File: src/rtl/sig_profile_sink.sv
// -----------------------------------------------------------------------------
// sig_profile_sink
//
// Ping-pong frame buffer for the signal core's profile stream (mel bins plus
// the ZCR word). The writer fills one bank while the reader drains the other.
// A bank becomes visible to the reader once its last word has been accepted,
// and it is handed back to the writer when the reader pulses frame_release.
//
// Ports
//   clk            system clock, rising edge
//   rst            asynchronous active-low reset (control state and rd_data)
//   init           synchronous clear of pointers, full flags and frame counter
//   profile_data   16-bit profile word from the signal core
//   profile_valid  profile_data valid
//   profile_rdy    sink can accept a word this cycle
//   frame_valid    a complete frame is held in the presented bank
//   frame_bank     index (0/1) of the presented bank
//   rd_addr        word index within the presented frame
//   rd_data        registered read data (0 for rd_addr >= FRAME_WORDS)
//   frame_release  one-cycle pulse: reader is done with the presented frame
//   frame_count    completed frames since reset/init, wraps modulo 256
// -----------------------------------------------------------------------------
module sig_profile_sink #(
  parameter int FRAME_WORDS = 32,
  parameter int ADDR_W      = 5
) (
  input  logic              clk,
  input  logic              rst,
  input  logic              init,
  input  logic [15:0]       profile_data,
  input  logic              profile_valid,
  output logic              profile_rdy,
  output logic              frame_valid,
  output logic              frame_bank,
  input  logic [ADDR_W-1:0] rd_addr,
  output logic [15:0]       rd_data,
  input  logic              frame_release,
  output logic [7:0]        frame_count
);

  localparam int DATA_W = 16;
  localparam int PTR_W  = (FRAME_WORDS > 1) ? $clog2(FRAME_WORDS) : 1;

  localparam logic [PTR_W-1:0]  LAST_PTR = PTR_W'(FRAME_WORDS - 1);
  // One bit wider than rd_addr so FRAME_WORDS == 2**ADDR_W is representable.
  localparam logic [ADDR_W:0]   ADDR_LIM = (ADDR_W + 1)'(FRAME_WORDS);

  logic [DATA_W-1:0] mem [2][FRAME_WORDS];

  logic [1:0]        full;
  logic              wr_bank;
  logic              rd_bank;
  logic [PTR_W-1:0]  wr_ptr;

  logic              accept;
  logic              frame_done;
  logic              release_ok;
  logic [PTR_W-1:0]  rd_idx;
  logic              rd_in_range;
  logic [DATA_W-1:0] rd_data_p1;

  // The writer only stalls when the bank it is pointing at still holds an
  // unreleased frame, i.e. both banks are full.
  assign profile_rdy = !full[wr_bank] && !init;
  assign accept      = profile_valid && profile_rdy;
  assign frame_done  = accept && (wr_ptr == LAST_PTR);

  // A release without a presented frame is ignored.
  assign release_ok  = frame_release && full[rd_bank];

  assign frame_valid = full[rd_bank];
  assign frame_bank  = rd_bank;

  assign rd_idx      = rd_addr[PTR_W-1:0];
  assign rd_in_range = {1'b0, rd_addr} < ADDR_LIM;

  // Completion always targets wr_bank (empty) and release always targets
  // rd_bank (full), so when both happen in one cycle they touch different
  // full[] bits and both take effect.
  always_ff @(posedge clk or negedge rst) begin
    if (!rst) begin
      full        <= '0;
      wr_bank     <= 1'b0;
      rd_bank     <= 1'b0;
      wr_ptr      <= '0;
      frame_count <= '0;
    end else if (init) begin
      full        <= '0;
      wr_bank     <= 1'b0;
      rd_bank     <= 1'b0;
      wr_ptr      <= '0;
      frame_count <= '0;
    end else begin
      if (accept) begin
        if (frame_done) begin
          full[wr_bank] <= 1'b1;
          wr_bank       <= ~wr_bank;
          wr_ptr        <= '0;
          frame_count   <= frame_count + 8'd1;
        end else begin
          wr_ptr <= wr_ptr + PTR_W'(1);
        end
      end
      if (release_ok) begin
        full[rd_bank] <= 1'b0;
        rd_bank       <= ~rd_bank;
      end
    end
  end

  // Frame storage is deliberately not cleared by reset or init.
  always_ff @(posedge clk) begin
    if (accept) begin
      mem[wr_bank][wr_ptr] <= profile_data;
    end
  end

  // ---- read stage p0 -> p1: address sampled, data registered ----
  always_ff @(posedge clk or negedge rst) begin
    if (!rst) begin
      rd_data_p1 <= '0;
    end else if (rd_in_range) begin
      rd_data_p1 <= mem[rd_bank][rd_idx];
    end else begin
      rd_data_p1 <= '0;
    end
  end

  assign rd_data = rd_data_p1;

endmodule

File: config.mk
export PLATFORM = sky130hd
export DESIGN_NAME = sig_profile_sink
export DESIGN_NICKNAME = d
export VERILOG_FILES = /design/src/rtl/sig_profile_sink.sv
export SDC_FILE = /design/constraint.sdc
export NUM_CORES = 1
export LEC_CHECK = 0
export ABC_CLOCK_PERIOD_IN_PS = 3000
export BUFFER_PORTS_ARGS = -buffer_cell sky130_fd_sc_hd__clkbuf_2
export CORE_ASPECT_RATIO = 0.8
export CORE_MARGIN = 1
export CORE_UTILIZATION = 50
export CTS_BUF_LIST = sky130_fd_sc_hd__clkbuf_4 sky130_fd_sc_hd__clkbuf_8 sky130_fd_sc_hd__clkbuf_16
export DETAILED_ROUTE_END_ITERATION = 10
export PLACE_DENSITY = 0.7
export SYNTH_ARGS = -nofsm -noshare
export SYNTH_HDL_FRONTEND = slang
export SYNTH_SLANG_ARGS = --single-unit
File: constraint.sdc
create_clock -name clk -period 3 [get_ports clk]
set_clock_uncertainty 0.05 [all_clocks]
set_input_delay 0.3 -clock clk [delete_from_list [all_inputs] [get_ports clk]]
set_output_delay 0.3 -clock clk [all_outputs]
set_load 0.005 [all_outputs]
# Yosys cells after proc, flatten, opt, wreduce, memory -nomap -nowiden
# Memory sizes are Yosys's and may differ from the RTL's.
# Cells that the tools add are included.
word_totals:
  reg_bits: 33
  latchBits: 0
  ramBits: 1024
  mem_bits_ro: 0
  in_bits: 26
  out_inout_bits: 27
  wordCells: 68
  mem_count: 1
op_classes:
  addsub: 2
  multipliers: 0
  div_mod_pow: 0
  order_cmp: 7
  eq_ne: 1
  n_shift: 0
  mux: 31
  bitwise_logic: 7
  reduce_logical: 13
mem_list:
  columns: ["memory", "depth", "width", "rd", "rd_ports_with_merged_regs", "write_ports", "line_no", "rtl"]
  rows:
  - ["mem", 2, 512, 1, 0, 1, "48", "logic [DATA_W-1:0] mem [2][FRAME_WORDS];"]
op_table:
  columns: ["cell", "count"]
  rows:
  - ["512-bit two-way mux", 1]
  - ["16-bit binary-select mux with 5-bit select", 1]
  - ["16-bit demux with 5-bit select", 1]
  - ["16-bit two-way mux", 3]
  - ["8-bit two-way mux", 3]
  - ["5-bit two-way mux", 3]
  - ["6-bit >= comparator (second input constant)", 2]
  - ["1-bit two-way mux", 12]
  - ["5-bit NOT with 6-bit output", 2]
  - ["2-bit two-way mux", 5]
  - ["8-bit by 1-bit adder with 8-bit output (second input constant)", 1]
  - ["1-bit logical AND", 7]
  - ["6-bit by 1-bit less-than comparator with 1-bit output (second input constant)", 1]
  - ["2-bit nonzero test", 3]
  - ["5-bit by 1-bit adder with 5-bit output (second input constant)", 1]
  - ["5-bit equality test (second input constant)", 1]
  - ["1-bit by 2-bit less-than comparator with 1-bit output (second input constant)", 2]
  - ["2-bit bitwise AND", 1]
  - ["1-bit demux with 1-bit select", 2]
  - ["1-bit >= comparator (second input constant)", 2]
  - ["1-bit logical NOT", 2]
  - ["1-bit NOT", 2]
  - ["2-bit NOT", 1]
  - ["2-bit bitwise OR", 1]
  - ["2-bit AND reduction", 1]

# Longest topological paths before layout
# Gate-level depths: netlist (run 1).
logic_depth:
  depth_word: 12
  depth_mapped: 9
  depth_no_buf: 7

# Least setup slack after synthesis (run 1)
# No wires, ideal clock.
synth_path:
  kind: "flip-flop to flip-flop"
  start: "register wr_bank"
  end: "memory mem[1][256] (netlist name) (enable)"
  setup_ps: 389
  arrival_time_ps: 2206
  t_required_ps: 2561
  setup_slack_ps: 356
  stages_incl_launch_ff: 7
  path_buffers: 1
  period_less_slack_ps: 2644
  cell_sequence: "dfrtp_1 mux2i_1 and3_1 clkbuf_1 and2_1 nand2_1 nor2_1"
synth_via:
  elab_chain_len: 7
synth_lines:
  columns: ["element", "line_no", "rtl"]
  rows:
  - ["start: declaration", "51", "logic wr_bank;"]
  - ["start signal: assignment", "97", "wr_bank <= ~wr_bank;"]
  - ["1-bit two-way mux (implied by the code) (2 in series)", "64", "assign profile_rdy = !full[wr_bank] && !init;"]
  - ["1-bit logical NOT", "64", null]
  - ["1-bit logical AND", "64", null]
  - ["1-bit logical AND", "65", "assign accept = profile_valid && profile_rdy;"]
  - ["1-bit two-way mux", "113", "if (accept) begin"]
  - ["512-bit two-way mux (implied by the code)", "114", "mem[wr_bank][wr_ptr] <= profile_data;"]
  - ["end: declaration", "48", null]
# Several ways; a longest one is shown, not always the timed one. The select of a mux whose other input is x is not followed.

# Worst setup path in the final report (run 1)
layout_path:
  start: "register rd_bank (netlist: frame_bank)"
  end: "register rd_data_p1[12] (netlist: rd_data[12])"
layout_via:
  elab_chain_len: 4
layout_lines:
  columns: ["element", "line_no", "rtl"]
  rows:
  - ["start: declaration", "52", "logic rd_bank;"]
  - ["start signal: assignment", "106", "rd_bank <= ~rd_bank;"]
  - ["memory read 2 x 512 bit", null, null]
  - ["16-bit binary-select mux with 5-bit select", "123", "rd_data_p1 <= mem[rd_bank][rd_idx];"]
  - ["16-bit two-way mux (implied by the code) (2 in series)", "123", null]
  - ["end signal: assignment", "123", null]
  - ["end: declaration", "60", "logic [DATA_W-1:0] rd_data_p1;"]
# No other way between the ends. The select of a mux whose other input is x is not followed.
# A chain may end at the register's enable or synchronous reset.

==> key figures, run 1 <==
Status
  • Status: finished clean

Clocking
  • Largest buffer count on any clock path: 3
  • Clock-pin slew on the worst setup and hold paths: 0.07 ns
  • CTS buffer count: between 90 and 100
  • H-tree depth: 3
  • Num Clock Sinks: 1057
  • CTS tree: done
  • CTS Root Cell: clkbuf_16
  • Clock latency on the worst-skew pair: about 0.66 ns
  • Post CTS Setup Buffer Count: 0

Logic synthesis
  • Cell Area, Synth: just over 40000 um2
  • Synth async-reset ratio: 0.0312
  • Synth warn: 0
  • Synthesized flop and latch total: 1057
  • Number of flops mapped to enable cells by yosys: just over 1000
  • Synth cell types: 45
  • Mean Syn Cell Area: around 22 um2
  • Top FF cell, synth: edfxtp_1
  • Sequential share of the synthesized area: 0.775
  • Synth Instances: 1881
  • Syn Nets: 1913

Route
  • Drt total wl: 97.2 mm
  • First drt pass iteration count: 5
  • Drt wl/cell: 29.7 um
  • Antenna-violating nets left: 0
  • DRC errors left: 0
  • 1st-iter DRT viols: 2777
  • Vias post-DR: just over 20000
  • Vias per inst: ~6.1

Floorplan
  • Cell Rows: between 90 and 100
  • Core ar.: slightly above 80000 um2
  • Initial Utilization: 0.506
  • Height of the die: around 260 um
  • Die area: 82600 um2
  • Chip width: roughly 320 um
  • Ports: between 50 and 60

Final layout
  • Syn-to-layout area delta: 14.0%
  • # nets final: 2137
  • Layout cells sized above 1: 0.297
  • # diodes: 0
  • Cell area after layout: 46400 um2

STA
  • Slew HR: 0.111
  • Fmax: about 360 MHz
  • Least-Margin Pin Slew: 1.33 ns
  • Final period util: 0.929
  • Fin. Hold Viols: 0
  • Fin. max-slew vios: 0
  • Final setup fails: 0
  • Fin Setup TNS: 0 ns
  • Tmin final: between 2 and 3 ns
  • RSZ-0062 raised after global routing: no

Power and ir drop
  • P per Cell Area: around 640 nW/um2
  • P_leak: ~0.015 uW
  • Max IR drop VDD: roughly 0.00051 V

Critical path
  • CP Max Fanout: 25
  • Crit end category: flip-flop
  • WS Path Type: reg2reg
  • Data required, critical path: about 3.5 ns
  • Worst setup SP type: flip-flop
  • Crit path arrival time: between 3 and 4 ns

Placement
  • Number of I/O port buffers: 52
  • DP Area: between 40000 and 50000 um2
  • GP Congestion: 0.893
  • Post-detail-place hpwl: between 60 and 70 mm

Global route
  • Congestion Overflow GR: 0
  • Largest net degree at the start of global routing: 65
  • Initial antenna violation count: 1
  • Vias in the first global route: 19900
  • Global Route Usage Sum: 0.239
  • First-pass GRT wire length: approximately 140 mm

Run
  • Max Cap Viol: 0

Min path
  • Hold Crit Class: in2reg
-- synth_stat cells (16+ instances only) --
master       n  share of area
nor2_1      89         0.0082
edfxtp_1  1024           0.76
nand3_1     27         0.0033
nand2_1     62         0.0057
a21oi_1     22         0.0027
dfrtp_1     33          0.020
buf_2       22         0.0027
mux2_2      21         0.0058
mux2i_1     50          0.012
a211oi_1    21         0.0039
buf_4       24         0.0044
clkbuf_1    35         0.0032
o21ai_0     16         0.0020
mux4_2     241           0.13
a22oi_1     41         0.0076
-- worst max-delay path, stage by stage (launching register included) --
cell and delay (ns):
dfrtp_4 0.55, buf_12 0.19, buf_12 0.19, nand2b_1 0.23, a211oi_1 0.45, a21oi_1 0.07, a311oi_1 0.61, a211oi_1 0.12
buf_4 0.17
-- flip-flops by register name, indices dropped and copies added, names as in the netlist --
register     count
wr_ptr           5
full             2
mem           1024
frame_count      8
frame_bank       1
wr_bank          1
rd_data         16
-- final timing paths --
kind	startpoint	end	slack (ns)	cells past startpoint
min in group asynchronous	rst	rd_data[13]	0.33	2
setup / recovery	frame_bank	rd_data[12]	0.21	8
setup reg to reg	frame_bank	rd_data[12]	0.21	8
hold reg to reg	frame_count[7]	frame_count[7]	0.49	2
hold / removal	profile_data[13]	mem[1][13]	0.06	1
max in group asynchronous	rst	frame_bank	1.80	2
-- stage by stage --
| stage | total power [uW] | hold WS, ns | util | std cells | setup WS, ns |
|---|---|---|---|---|---|
| after floorplan | 17100 | -0.0456 | - | 1881 | 0.356 |
| after CTS | 29700 | 0.0336 | 0.577 | 3274 | 0.117 |
| final | 29600 | 0.0555 | 0.577 | 3274 | 0.212 |
| after global routing | 30300 | 0.0362 | 0.577 | 3274 | 0.0626 |
| after global placement | 17700 | 0.456 | 0.538 | 3098 | 0.251 |
| after detailed placement | 17800 | 0.472 | 0.538 | 3098 | 0.152 |
-- area by class of cell --
class	instances	area (um2)
Multi-Input combinational cell	717	8500
Clock inverter	61	566
Sequential cell	1057	31600
Timing Repair Buffer	230	1870
Tap cell	1092	1370
Clock buffer	113	2540
Fill cell	5805	34100
Inverter	4	15.0
-- layer usage --
layer / vias up / global-route usage / share of wire
li1: 8307 / - / -
met4: 0 / 0.0493 / 0.019
met2: 1099 / 0.349 / 0.45
met3: 132 / 0.0767 / 0.12
met5: - / 0 / 0
met1: 10600 / 0.354 / 0.41
-- what timing repair did --
action                                 4_1_cts  5_1_grt
setup endpoints to repair                    0      246
resized for setup                            0        2
hold buffers                                 2        0
endpoints found under the hold margin       36        0
-- placed cells by master (no fill, tap or decap), drive strengths merged, types with 22 or more instances in the layout --
| cell type | count |
|---|---|
| mux4 | 242 |
| edfxtp | 1024 |
| nand3 | 27 |
| nor2 | 89 |
| a21oi | 22 |
| nand2 | 62 |
| a22oi | 41 |
| dfrtp | 33 |
| mux2i | 50 |
| clkinv | 43 |
| buf | 180 |
| clkbuf | 161 |
-- where the power goes --
group	total, uW	leakage, uW	internal (uW)	switching [uW]
Sequential	16300	0.00962	16200	45.1
Combinational	1180	0.00367	398	786
Clock	12100	0.00155	6900	5230
-- cells by family (layout without fill, tap and decap cells) --
logic type | Yosys count | count (layout) | share of synthesized area
XOR/XNOR | 6 | 6 | 0.00129
buffers and inverters | 107 | 408 | 0.0162
AND/OR/NAND/NOR | 256 | 256 | 0.0302
AO/OA/AOI/OAI | 136 | 136 | 0.0231
multiplexers | 313 | 313 | 0.152
adder cells (fa/ha/maj) | 6 | 6 | 0.00184
flip-flops | 1057 | 1057 | 0.775
No activity file was read; power rests on OpenSTA's default activity.
==> run 2: changes to the inputs <==
Settings changed: HOLD_SLACK_MARGIN set to 0.02, RECOVER_POWER set to 50.
==> key figures, run 2 (synthesis gave the netlist of run 1 again) <==
Min path
  • Hold_sp: init (was profile_data[13])
  • Worst hold path stage count: 3 (was 1)
  • Hold Crit Class: in2reg (unchanged)
  • Hold EP: frame_bank (was mem[1][13])

Global route
  • Congestion Overflow GR: 0 (unchanged)
  • Largest net degree at the start of global routing: 65 (unchanged)
  • Vias in the first global route: 19900 (unchanged)
  • Initial antenna violation count: 1 (unchanged)
  • First-pass GRT wire length: 140 mm (unchanged)
  • Global Route Usage Sum: 0.239 (unchanged)

Route
  • DRC errors left: 0 (unchanged)
  • Drt wl/cell: 29.8 um (was 29.7 um)
  • First drt pass iteration count: 6 (was 5)
  • 1st-iter DRT viols: 2805 (was 2777)
  • Antenna-violating nets left: 0 (unchanged)
  • Vias per inst: 6.16 (was 6.15)
  • Drt total wl: 97.5 mm (was 97.2 mm)
  • Vias post-DR: 20200 (was 20100)

STA
  • Least-Margin Pin Slew: 2.84 ns (was 1.33 ns)
  • Fin Setup TNS: 0 ns (unchanged)
  • Fin. Hold Viols: 0 (unchanged)
  • Fin. max-slew vios: 647 (was 0)
  • Setup slack after layout: 0.139 ns (was 0.212 ns)
  • Fmax: 350 MHz (was 359 MHz)
  • Final setup fails: 0 (unchanged)
  • Tmin final: 2.86 ns (was 2.79 ns)
  • Final period util: 0.954 (was 0.929)
  • Slew HR: -0.893 (was 0.111)
  • RSZ-0062 raised after global routing: no (unchanged)

Power and ir drop
  • Clock power frac: 0.410 (about the same)
  • P_sw: 6060 uW (about the same)
  • Max IR drop VDD: 0.000506 V (was 0.000507 V)
  • Total power: 29600 uW (about the same)
  • Switching Fraction: 0.205 (about the same)
  • P per Cell Area: 639 nW/um2 (was 637 nW/um2)
  • Combinational Power Share: 0.039 (was 0.040)
  • P_leak: 0.0147 uW (was 0.0148 uW)
  • Int Power: 23500 uW (about the same)
  • Reg power frac: 0.551 (was 0.550)

Critical path
  • Slack of the worst reg-to-reg path: 0.17 ns (was 0.21 ns)
  • Worst-case reg-to-reg path depth: 6 (was 8)
  • Worst path bufs/invs: 2 (was 3)
  • Worst setup SP type: primary input (was flip-flop)
  • CP Max Fanout: 36 (was 25)
  • Slowest-stage cell, CP: clkbuf_1 (was a311oi_1)
  • R2R Path End: rd_data[15] (was rd_data[12])
  • Most Frequent Cell on Critical Path: clkbuf_1
  • Crit path arrival time: 2.99 ns (was 3.29 ns)
  • WS Path Type: in2reg (was reg2reg)
  • Worst-path cell chain: clkbuf_1, clkbuf_1 (was buf_12, buf_12, nand2b_1, a211oi_1, a21oi_1, a311oi_1, a211oi_1, buf_4)
  • Crit end category: flip-flop (unchanged)
  • Data required, critical path: 3.13 ns (was 3.50 ns)
  • Largest delay share family, worst path: buffers and inverters (was compound AO/OA/AOI/OAI gates)
  • Worst R2R Start: frame_bank (unchanged)
  • Max incr delay on CP: 1.36 ns (was 0.61 ns)

Floorplan
  • Die area: 82600 um2 (unchanged)
  • Chip width: 321 um (unchanged)
  • Ports: 53 (unchanged)
  • Core ar.: 80500 um2 (unchanged)
  • Initial Utilization: 0.506 (unchanged)
  • Cell Rows: 93 (unchanged)
  • Height of the die: 257 um (unchanged)

Final layout
  • Cell area after layout: 46300 um2 (was 46400 um2)
  • Commonest non-fill, non-tap cell in the layout: edfxtp_1 (unchanged)
  • Syn-to-layout area delta: 13.6% (was 14.0%)
  • Layout cells sized above 1: 0.279 (was 0.297)
  • Max FFs per register: 1024 (unchanged)
  • # diodes: 0 (unchanged)
  • Reg with most FFs: mem (unchanged)
  • # nets final: 2137 (unchanged)
  • Most frequent cells in the layout: edfxtp_1 (1024), mux4_2 (241), buf_4 (136), clkbuf_16 (96), nor2_1 (89) (was edfxtp_1 (1024), mux4_2 (241), buf_4 (156), clkbuf_16 (96), nor2_1 (89))

Placement
  • DP Area: 43300 um2 (unchanged)
  • GP Congestion: 0.893 (unchanged)
  • Dpl ws: 0.152 ns (unchanged)
  • Post-detail-place hpwl: 61.2 mm (unchanged)
  • Number of I/O port buffers: 52 (unchanged)

Status
  • Violated checks: max-capacitance violations, max-slew violations
  • Status: complete, but fails checks (was finished clean)

Clocking
  • H-tree depth: 3 (unchanged)
  • CTS tree: done (unchanged)
  • Clock-pin slew on the worst setup and hold paths: 0.07 ns (about the same)
  • Largest buffer count on any clock path: 3 (unchanged)
  • CTS Root Cell: clkbuf_16 (unchanged)
  • Num Clock Sinks: 1057 (unchanged)
  • Clock latency on the worst-skew pair: 0.66 ns (about the same)
  • CTS buffer count: 95 (unchanged)

Run
  • Max Cap Viol: 16 (was 0)
run 2: cell count changes in the layout (fill, tap and decap cells not counted):
cell      before  now
clkbuf_2      47   35
buf_12        20   16
buf_4        156  136
dfrtp_4        1    0
buf_2          3    0
clkbuf_1       0   39
dfrtp_1       32   33
run 2: worst max-delay path by stage:
stage          cells past startpoint  slack (ns)        startpoint     endpoint
2_1_floorplan                      6        0.36           wr_bank  mem[1][256]
3_3_place_gp                       7        0.25        rd_addr[3]   rd_data[6]
3_5_place_dp                       6        0.15           wr_bank  mem[0][406]
4_1_cts                            6        0.12           wr_bank  mem[0][409]
5_1_grt                            2        0.03  profile_data[15]  mem[0][383]
6_report                           2        0.14  profile_data[15]  mem[1][415]
run 2: per-stage QoR:
step                hold slack [ns]  utilization  instances
CTS                          0.0336        0.577       3274
global placement              0.456        0.538       3098
global route                 0.0512        0.575       3274
finish                       0.0788        0.575       3274
floorplan                   -0.0456            -       1881
detailed placement            0.472        0.538       3098
run 2: power by group through the flow:
stage | combinational [uW] | clock, uW | sequential, uW
2_1_floorplan | 493 | 0 | 16600
3_3_place_gp | 1140 | 0 | 16600
3_5_place_dp | 1170 | 0 | 16600
4_1_cts | 1180 | 12300 | 16300
5_1_grt | 1220 | 12800 | 16300
6_report | 1160 | 12100 | 16300
run 2: metal layers:
metal  global-route usage  routed length [um]  vias to the layer above
met2                0.349               43900                     1067
met4               0.0493                1890                        0
met1                0.354               40100                    10700
met3               0.0767               11600                      133
met5                    0                   0                        -
li1                     -                   -                     8300
run 2: layout make-up:
cell class | count | area, um2
fillers | 5833 | 34300
well taps | 1092 | 1370
repair buffers | 230 | 1710
inverters | 4 | 15.0
clock buffers | 113 | 2540
multi-input cells | 717 | 8500
clock inverters | 61 | 566
flip-flops and latches | 1057 | 31600
run 2: timing repair:
action                                 CTS  global route
endpoints found under the hold margin   36             0
gates resized for setup                  0             2
setup buffers                            0             0
hold buffers                             2             0
setup endpoints to repair                0           246
==> run 3: changes to the inputs <==
Settings changed: RECOVER_POWER 50 to 100.
==> key figures, run 3 (synthesis gave the netlist of run 1 again) <==
STA
  • RSZ-0062 raised after global routing: no (unchanged)
  • Final setup fails: 0 (unchanged)
  • Fmax: 349 MHz (was 350 MHz)
  • Tmin final: 2.87 ns (was 2.86 ns)
  • Fin Setup TNS: 0 ns (unchanged)
  • Fin. Hold Viols: 0 (unchanged)
  • Fin. max-slew vios: 647 (unchanged)
  • Final period util: 0.956 (was 0.954)
  • Min Hold Slack: 0.0734 ns (was 0.0788 ns)
  • Least-Margin Pin Slew: 2.80 ns (was 2.84 ns)
  • Slew HR: -0.863 (was -0.893)

Global route
  • Global Route Usage Sum: 0.239 (unchanged)
  • Initial antenna violation count: 1 (unchanged)
  • Vias in the first global route: 19900 (unchanged)
  • Congestion Overflow GR: 0 (unchanged)
  • First-pass GRT wire length: 140 mm (unchanged)
  • Largest net degree at the start of global routing: 65 (unchanged)

Power and ir drop
  • Max IR drop VDD: 0.000507 V (was 0.000506 V)
  • P_leak: 0.0146 uW (was 0.0147 uW)
  • P per Cell Area: 641 nW/um2 (was 639 nW/um2)

Route
  • DRC errors left: 0 (unchanged)
  • Antenna-violating nets left: 0 (unchanged)
  • Vias post-DR: 20200 (about the same)
  • Drt total wl: 97.3 mm (was 97.5 mm)
  • Drt wl/cell: 29.7 um (was 29.8 um)
  • First drt pass iteration count: 5 (was 6)
  • Vias per inst: 6.16 (about the same)
  • 1st-iter DRT viols: 2707 (was 2805)

Floorplan
  • Cell Rows: 93 (unchanged)
  • Height of the die: 257 um (unchanged)
  • Chip width: 321 um (unchanged)
  • Core ar.: 80500 um2 (unchanged)
  • Die area: 82600 um2 (unchanged)
  • Ports: 53 (unchanged)
  • Initial Utilization: 0.506 (unchanged)

Critical path
  • Launch point of the worst path: wr_bank (was profile_data[15])
  • Worst R2R Start: wr_bank (was frame_bank)
  • WS Path Type: reg2reg (was in2reg)
  • Crit path arrival time: 3.14 ns (was 2.99 ns)
  • Worst-path cell chain: mux2i_1, and3_1, and2_0, nand2_1, nor2_1, buf_2 (was clkbuf_1, clkbuf_1)
  • Largest delay share family, worst path: simple AND/OR/NAND/NOR gates (was buffers and inverters)
  • Data required, critical path: 3.28 ns (was 3.13 ns)
  • Max incr delay on CP: 0.50 ns (was 1.36 ns)
  • CP Max Fanout: 11 (was 36)
  • Worst setup SP type: flip-flop (was primary input)
  • Worst path bufs/invs: 1 (was 2)
  • Slowest-stage cell, CP: nand2_1 (was clkbuf_1)
  • Crit end category: flip-flop (unchanged)

Final layout
  • Layout cells sized above 1: 0.270 (was 0.279)
  • Most frequent cells in the layout: edfxtp_1 (1024), mux4_2 (241), clkbuf_16 (96), nor2_1 (89), buf_4 (72) (was edfxtp_1 (1024), mux4_2 (241), buf_4 (136), clkbuf_16 (96), nor2_1 (89))
  • Commonest non-fill, non-tap cell in the layout: edfxtp_1 (unchanged)
  • Syn-to-layout area delta: 13.4% (was 13.6%)
  • # nets final: 2137 (unchanged)
  • Reg with most FFs: mem (unchanged)
  • Cell area after layout: 46200 um2 (was 46300 um2)
  • Max FFs per register: 1024 (unchanged)

Placement
  • DP Area: 43300 um2 (unchanged)
  • Post-detail-place hpwl: 61.2 mm (unchanged)
  • Number of I/O port buffers: 52 (unchanged)
  • GP Congestion: 0.893 (unchanged)

Clocking
  • Largest buffer count on any clock path: 3 (unchanged)
  • CTS Root Cell: clkbuf_16 (unchanged)
  • Num Clock Sinks: 1057 (unchanged)
  • Post CTS Setup Buffer Count: 0 (unchanged)
  • Clock latency on the worst-skew pair: 0.66 ns (about the same)
  • CTS buffer count: 95 (unchanged)
  • H-tree depth: 3 (unchanged)
  • Clock-pin slew on the worst setup and hold paths: 0.07 ns (about the same)
  • CTS tree: done (unchanged)

Min path
  • Hold_sp: init (unchanged)
  • Hold Crit Class: in2reg (unchanged)

Status
  • Violated checks: max-capacitance violations, max-slew violations (unchanged)
  • Status: complete, but fails checks (unchanged)

Run
  • Max Cap Viol: 16 (unchanged)
[run 3: changes by cell type in the layout (fill, tap and decap cells not counted)]
cell,previous run,this run
buf_4,136,72
clkbuf_4,16,47
buf_2,0,18
clkbuf_1,39,55
mux2_1,0,3
mux2_2,21,18
and2_0,0,2
and2_1,5,3
clkbuf_2,35,34
diode_2,0,1
[run 3: per-layer routing]
metal	vias to the layer above	share of wire	track usage
met5	-	0	0
met4	0	0.020	0.0493
met3	145	0.12	0.0767
met2	1090	0.45	0.349
met1	10600	0.41	0.354
li1	8317	-	-
[run 3: stage by stage]
stage | power, uW | std cells | setup WS [ns] | utilization
6_report | 29600 | 3275 | 0.132 | 0.573
5_1_grt | 30300 | 3274 | 0.0318 | 0.573
4_1_cts | 29700 | 3274 | 0.117 | 0.577
3_5_place_dp | 17800 | 3098 | 0.152 | 0.538
3_3_place_gp | 17700 | 3098 | 0.251 | 0.538
2_1_floorplan | 17100 | 1881 | 0.356 | -
[run 3: final timing paths]
check                                  to  slack, ns  cells after the start
max in group asynchronous      rd_data[2]       1.91                      2
hold / removal                 frame_bank       0.07                      3
hold reg to reg            frame_count[7]       0.49                      2
setup / recovery               mem[1][78]       0.13                      6
setup reg to reg               mem[1][78]       0.13                      6
min in group asynchronous  frame_count[0]       0.32                      2
[run 3: worst reg2reg max path: cells and delay by family (launching register included)]
| kind | cells | cell delay (ns) |
|---|---|---|
| and+or+nand+nor | 4 | 1.31 |
| DFF | 1 | 0.45 |
| muxes | 1 | 0.38 |
| buffers and inverters | 1 | 0.36 |
[run 3: power breakdown]
group | leakage, uW | total (uW) | switching, uW | internal [uW]
combinational | 0.00344 | 1150 | 786 | 369
clock | 0.00155 | 12100 | 5240 | 6900
sequential | 0.00962 | 16300 | 45.9 | 16200
total | 0.0146 | 29600 | 6070 | 23500
[run 3: repair_timing]
item                                    CTS  global route
hold buffers                              2             0
gates resized for setup                   0             2
endpoints found under the setup margin    0           246
endpoints found under the hold margin    36             0
[run 3: area by class of cell]
cell class	instances	area, um2
diodes	1	2.50
fillers	5864	34400
well taps	1092	1370
multi-input cells	717	8500
clock inverters	61	566
repair buffers	230	1610
flip-flops and latches	1057	31600
inverters	4	15.0
clock buffers	113	2540
